File: config.mk
export PLATFORM = sky130hd
export DESIGN_NAME = instruction_loader
export DESIGN_NICKNAME = d
export VERILOG_FILES = /design/src/rtl/instruction_loader_pkg.sv /design/src/rtl/instruction_checker.sv /design/src/rtl/instruction_loader.sv
export SDC_FILE = /design/constraint.sdc
export NUM_CORES = 1
export LEC_CHECK = 0
export CORE_MARGIN = 4
export CORE_UTILIZATION = 27
export CTS_BUF_LIST = sky130_fd_sc_hd__clkbuf_16
export DETAILED_ROUTE_END_ITERATION = 10
export GPL_ROUTABILITY_DRIVEN = 0
export PLACE_DENSITY_LB_ADDON = 0.2
export SYNTH_ARGS = -nofsm -noshare
export SYNTH_HDL_FRONTEND = slang
export SYNTH_SLANG_ARGS = --single-unit
File: constraint.sdc
create_clock -name clk -period 5.7 [get_ports clk]
set_input_delay 1.14 -clock clk [delete_from_list [all_inputs] [get_ports clk]]
set_output_delay 1.14 -clock clk [all_outputs]
set_load 0.005 [all_outputs]
File: src/rtl/instruction_loader_pkg.sv
// -----------------------------------------------------------------------------
// instruction_loader_pkg
// Shared instruction definitions for the CICERO program loader:
//   - instruction word field positions (type in [19:16], data in [15:0],
//     reserved [31:20])
//   - INSTRUCTION_TYPE_COUNT: number of defined instruction types
//   - loader_state_t: loader FSM states
//   - load_error_t: error codes reported on error_code
//   - instr_type(): extracts the type field from a 32-bit instruction word
// -----------------------------------------------------------------------------
package instruction_loader_pkg;

    localparam int INSTRUCTION_TYPE_COUNT = 10;

    localparam int INSTR_DATA_LSB = 0;
    localparam int INSTR_DATA_MSB = 15;
    localparam int INSTR_TYPE_LSB = 16;
    localparam int INSTR_TYPE_MSB = 19;
    localparam int INSTR_RSVD_LSB = 20;
    localparam int INSTR_W        = 32;

    typedef enum logic [2:0] {
        IDLE  = 3'd0,
        LOAD  = 3'd1,
        WRITE = 3'd2,
        DONE  = 3'd3,
        ERROR = 3'd4
    } loader_state_t;

    typedef enum logic [1:0] {
        LOAD_OK       = 2'd0,
        LOAD_TRUNC    = 2'd1,
        LOAD_ILLEGAL  = 2'd2,
        LOAD_OVERFLOW = 2'd3
    } load_error_t;

    function automatic logic [3:0] instr_type(input logic [INSTR_W-1:0] word);
        return word[INSTR_TYPE_MSB:INSTR_TYPE_LSB];
    endfunction

endpackage

File: src/rtl/instruction_checker.sv
// -----------------------------------------------------------------------------
// instruction_checker
// Combinational legality check of one 32-bit instruction word. A word is legal
// when its type field names a defined instruction (below
// INSTRUCTION_TYPE_COUNT) and its reserved bits [31:20] are zero.
// Only instantiated when INSTRUCTION_LOADER_CHECK_EN is defined.
// Ports:
//   word   in  32  assembled instruction word
//   legal  out 1   word may be written to instruction memory
// -----------------------------------------------------------------------------
import instruction_loader_pkg::*;

module instruction_checker (
    input  logic [INSTR_W-1:0] word,
    output logic               legal
);

    localparam logic [3:0] TYPE_MAX = 4'(INSTRUCTION_TYPE_COUNT - 1);

    logic [3:0] itype;
    logic       unused_data;

    assign itype       = instr_type(word);
    assign legal       = (itype <= TYPE_MAX) && (word[INSTR_W-1:INSTR_RSVD_LSB] == '0);
    // The data field carries no legality constraint.
    assign unused_data = ^word[INSTR_DATA_MSB:INSTR_DATA_LSB];

endmodule

File: src/rtl/instruction_loader.sv
// -----------------------------------------------------------------------------
// instruction_loader
// Streams a compiled regex program from the host byte channel into CICERO
// instruction memory. Four little-endian bytes form one 32-bit word, which is
// written to consecutive addresses starting at start_addr.
// Build option: INSTRUCTION_LOADER_CHECK_EN - when defined, every word is
// checked against the instruction encoding and an illegal word aborts the load
// with error code 2; when undefined every assembled word is written.
// Ports:
//   clk, rst_n            clock, synchronous active-low reset
//   start, start_addr     load request (IDLE only) and first write address
//   in_data/valid/last    program byte stream; in_ready accepts a byte
//   mem_we/addr/wdata     instruction-memory write port
//   busy                  load in progress (accepted start until IDLE)
//   done                  one-cycle pulse on successful completion
//   error, error_code     sticky error flag and cause (cleared by next start)
//   instr_count           words written in the current or last load
// -----------------------------------------------------------------------------
import instruction_loader_pkg::*;

module instruction_loader #(
    parameter int MEMORY_ADDR_WIDTH = 9
) (
    input  logic                         clk,
    input  logic                         rst_n,
    input  logic                         start,
    input  logic [MEMORY_ADDR_WIDTH-1:0] start_addr,
    input  logic [7:0]                   in_data,
    input  logic                         in_valid,
    input  logic                         in_last,
    output logic                         in_ready,
    output logic                         mem_we,
    output logic [MEMORY_ADDR_WIDTH-1:0] mem_addr,
    output logic [INSTR_W-1:0]           mem_wdata,
    output logic                         busy,
    output logic                         done,
    output logic                         error,
    output logic [1:0]                   error_code,
    output logic [MEMORY_ADDR_WIDTH:0]   instr_count
);

    localparam logic [MEMORY_ADDR_WIDTH-1:0] ADDR_ONE  = 1;
    localparam logic [MEMORY_ADDR_WIDTH:0]   COUNT_ONE = 1;

    loader_state_t        state, state_nxt;
    load_error_t          err_code;
    logic [1:0]           byte_idx;
    logic [INSTR_W-1:0]   word;
    logic                 last_seen;   // in_last arrived together with byte 3
    logic                 drained;     // program's final byte already consumed on entering ERROR
    logic                 legal;
    logic                 accept;
    logic                 addr_at_top;

`ifdef INSTRUCTION_LOADER_CHECK_EN
    instruction_checker u_checker (
        .word  (word),
        .legal (legal)
    );
`else
    assign legal = 1'b1;
`endif

    // Outputs depend on registered state only, never on in_valid.
    assign in_ready    = (state == LOAD) || ((state == ERROR) && !drained);
    assign mem_we      = (state == WRITE) && legal;
    assign busy        = (state != IDLE);
    assign done        = (state == DONE);
    assign mem_wdata   = word;
    assign error_code  = err_code;
    assign accept      = in_valid && in_ready;
    assign addr_at_top = &mem_addr;

    always_comb begin
        state_nxt = state;
        case (state)
            IDLE: begin
                if (start) state_nxt = LOAD;
            end
            LOAD: begin
                if (accept) begin
                    if (byte_idx == 2'd3)  state_nxt = WRITE;
                    else if (in_last)      state_nxt = ERROR;
                end
            end
            WRITE: begin
                if (!legal)            state_nxt = ERROR;
                else if (last_seen)    state_nxt = DONE;
                else if (addr_at_top)  state_nxt = ERROR;
                else                   state_nxt = LOAD;
            end
            DONE: begin
                state_nxt = IDLE;
            end
            ERROR: begin
                if (drained || (accept && in_last)) state_nxt = IDLE;
            end
            default: state_nxt = IDLE;
        endcase
    end

    always_ff @(posedge clk) begin
        if (!rst_n) begin
            state       <= IDLE;
            err_code    <= LOAD_OK;
            byte_idx    <= 2'd0;
            word        <= '0;
            last_seen   <= 1'b0;
            drained     <= 1'b0;
            mem_addr    <= '0;
            instr_count <= '0;
            error       <= 1'b0;
        end else begin
            state <= state_nxt;
            case (state)
                IDLE: begin
                    if (start) begin
                        mem_addr    <= start_addr;
                        byte_idx    <= 2'd0;
                        word        <= '0;
                        last_seen   <= 1'b0;
                        drained     <= 1'b0;
                        instr_count <= '0;
                        error       <= 1'b0;
                        err_code    <= LOAD_OK;
                    end
                end
                LOAD: begin
                    if (accept) begin
                        word[8*byte_idx +: 8] <= in_data;
                        byte_idx              <= byte_idx + 2'd1;   // wraps 3 -> 0 for the next word
                        last_seen             <= in_last;
                        if (in_last && (byte_idx != 2'd3)) begin
                            error    <= 1'b1;
                            err_code <= LOAD_TRUNC;
                            drained  <= 1'b1;
                        end
                    end
                end
                WRITE: begin
                    if (!legal) begin
                        error    <= 1'b1;
                        err_code <= LOAD_ILLEGAL;
                        drained  <= last_seen;
                    end else begin
                        mem_addr    <= mem_addr + ADDR_ONE;
                        instr_count <= instr_count + COUNT_ONE;
                        // A wrapped write with more program to come cannot continue.
                        if (!last_seen && addr_at_top) begin
                            error    <= 1'b1;
                            err_code <= LOAD_OVERFLOW;
                            drained  <= 1'b0;
                        end
                    end
                end
                default: ;
            endcase
        end
    end

endmodule
==> run summary <==
status: complete, no violations
internal reg-to-reg setup slack: 3.24 ns
CTS Buf Count: 9
Die Width: 110.7 um
worst r2r path cells: 9
postcts setup bufs: 0
max-slew violations: 0
EDFF count, synth: 0
Post-Route WL: 8.451 mm
number of global-route vias before repair: 2654
top_reg_cell synth: dfxtp_1
fin crit share: 61.64%
GRT Total Usage: 13.98%
CP Launch Point: state[1]$_SDFFE_PN0P_
post_cts resized: 0
H-tree levels: 3
antenna fix cells: 0
Area after DPL: 3719 um2
initial antenna violation count: 0
Clock Pin Slew Worst Setup and Hold Paths: 0.05 ns
Vias: 2709
fin crit period: 3.513 ns
vias per cell: 4.998
Post-synth ARST share: 0%
boundary pin count: 80
I/O Buffers: 79
Post-Syn Instances: 329
drt first-iter violations: 111
die height: 110.7 um
Area contributors post-synth: dfxtp_1, nand2_1, o22ai_1
Synth area leader: dfxtp_1
PD cells: 289.1 nW/um2
layout cells sized above 1: 9.606%
YS warnings: 0
drc violations: 0
Post-DRT Antenna Nets: 0
worst r2r dst: error_code[1]$_SDFFE_PN0P_
met1 Use GR: 17.82%
met2 usage in global routing: 22.05%
Max VDD drop: 0.0001574 V
Max Buffers Root-to-Sink: 2
commonest cells in the netlist: dfxtp_1, nand2_1, a21oi_1
Mapped Avg Cell Area: 8.660 um2
Worst Hold Path EP: mem_wdata[0]$_SDFFE_PN0P_
final setup vio count: 0
Mapped Area: 2849 um2
register area share after synthesis: 42.16%
Max-cap violations: 0
Multi-input gate area: 1531 um2
critical path fanouts, max: 21
R2R Path Start: mem_addr[0]$_SDFFE_PN0P_
Unique masters post-synth: 52
hold crit path type: reg2reg
per-cell routed wire length: 15.59 um
Synth Register Bits: 60
Worst Path Arrival: 2.37 ns
worst slew pin tran: 0.7518 ns
grt ovf: 0
Most Crowded Layer GR: met2
cell area after layout: 4035 um2
CP required: 4.56 ns
hold wc startpoint: mem_wdata[0]$_SDFFE_PN0P_
Worst Skew: 0.006255 ns
register area: 1201 um2
largest net degree at the start of global routing: 56
DRT Pass-1 Iters: 4
nature of the critical path startpoint: register
Placeable Area: 10320 um2
CTS tree: built
Worst-Skew Late Latency: 0.33 ns
relative slew slack: 49.81%
hold buffers post-CTS: 0
Clock Sinks: 60
site row count: 37
# fillers: 1038
hold depth: 2
RSZ-0062 raised after global routing: false
most frequent cell after synthesis: dfxtp_1
Net Count, Synth: 360
Fmax: 284.6 MHz
met3 Usage GRT: 5.349%
Leak: 1.473 nW
initial cell density of the core: 27.60%
root buffer cell: clkbuf_16
dpl hpwl: 5.971 mm
critical path type: reg2out
final setup TNS: 0 ns
Hold Violations, Final: 0
CP Capture Type: primary output
Final nets: 432
Synth-to-Final Area Change: 41.63%
top cell type's share of synthesized area: 42.16%
first-pass GRT wire length: 13.92 mm
DIE AREA: 12260 um2
-- routing by layer --
metal | vias up | wire length (um)
li1 | 1357 | -
met1 | 1266 | 3870
met2 | 77 | 3892
met3 | 9 | 589
met4 | 0 | 98
met5 | - | 0
-- area by class of cell --
cell class | count | area share, %
well taps | 136 | 4.217
clock buffers | 9 | 5.581
clock inverters | 7 | 2.264
inverters | 6 | 0.5581
flip-flops and latches | 60 | 29.77
multi-input cells | 244 | 37.95
repair buffers | 80 | 19.66
-- cell usage in the layout, fill, tap and decap left out, types with 2 or more instances in the layout --
cell type and count:
a21oi_4 2, inv_1 4, nand2_1 55, a21o_1 2, ha_1 9, nand4_2 2
clkdlybuf4s50_1 78, nand3_1 22, o311ai_0 2, clkbuf_16 9, nor3_1 4, o21a_1 2
o2111ai_1 3, a31oi_1 2, nand2b_1 4, dfxtp_1 60, o22ai_1 23, nor2b_1 7
a21oi_2 2, clkinvlp_4 3, mux2i_1 7, a22oi_1 2, a32oi_1 4, or2_2 3
nand4_1 2, nor2_1 15, and3_1 10, bufinv_16 2, o21ai_0 9, clkinv_1 2
mux2_2 2, o221ai_1 5, or3b_2 2, o41ai_1 2, a21oi_1 24
-- power breakdown --
part	internal, mW	total (mW)	switching (mW)
registers	0.432	0.450	0.0180
clock network	0.380	0.578	0.198
logic	0.0648	0.139	0.0738
total	0.877	1.17	0.290
-- metrics by stage --
step | std cells | utilization, % | setup WS (ns) | hold WS [ns] | total power, mW
after floorplan | 329 | - | 3.458 | 0.4483 | 0.5357
after global placement | 526 | 36.02 | 2.575 | 0.4395 | 0.5992
after detailed placement | 526 | 36.02 | 2.520 | 0.4457 | 0.5993
after CTS | 542 | 39.09 | 2.180 | 0.4596 | 1.182
after global routing | 542 | 39.09 | 2.074 | 0.4832 | 1.218
final | 542 | 39.09 | 2.187 | 0.4578 | 1.167
-- cells by family after synthesis --
family / after synthesis / share of synthesized area (%)
muxes: 9 / 3.250
adders and majority gates: 9 / 3.953
AOI/OAI and AO/OA: 91 / 21.96
DFF: 60 / 42.16
and+or+nand+nor: 135 / 24.59
buffers and inverters: 25 / 4.084
-- registers in the layout (all words and copies together) (netlist names) --
| register | flops |
|---|---|
| state | 3 |
| error_code | 1 |
| drained | 1 |
| error | 1 |
| mem_wdata | 32 |
| instr_count | 10 |
| mem_addr | 9 |
| byte_idx | 2 |
| last_seen | 1 |
-- worst max path at each step --
stage,depth (start not counted),slack [ns],to
after global routing,3,2.07,mem_we
after CTS,3,2.18,mem_we
after detailed placement,3,2.52,mem_we
after global placement,5,2.58,mem_wdata[19]$_SDFFE_PN0P_
after floorplan,5,3.46,mem_wdata[24]$_SDFFE_PN0P_
final,3,2.19,mem_we
-- worst max-delay path, stage by stage (launching register included) --
cell	delay [ns]
dfxtp_1	0.80
or3b_1	0.57
inv_2	0.16
clkdlybuf4s50_1	0.51
Note: power is estimated with default switching activity, not from simulation.
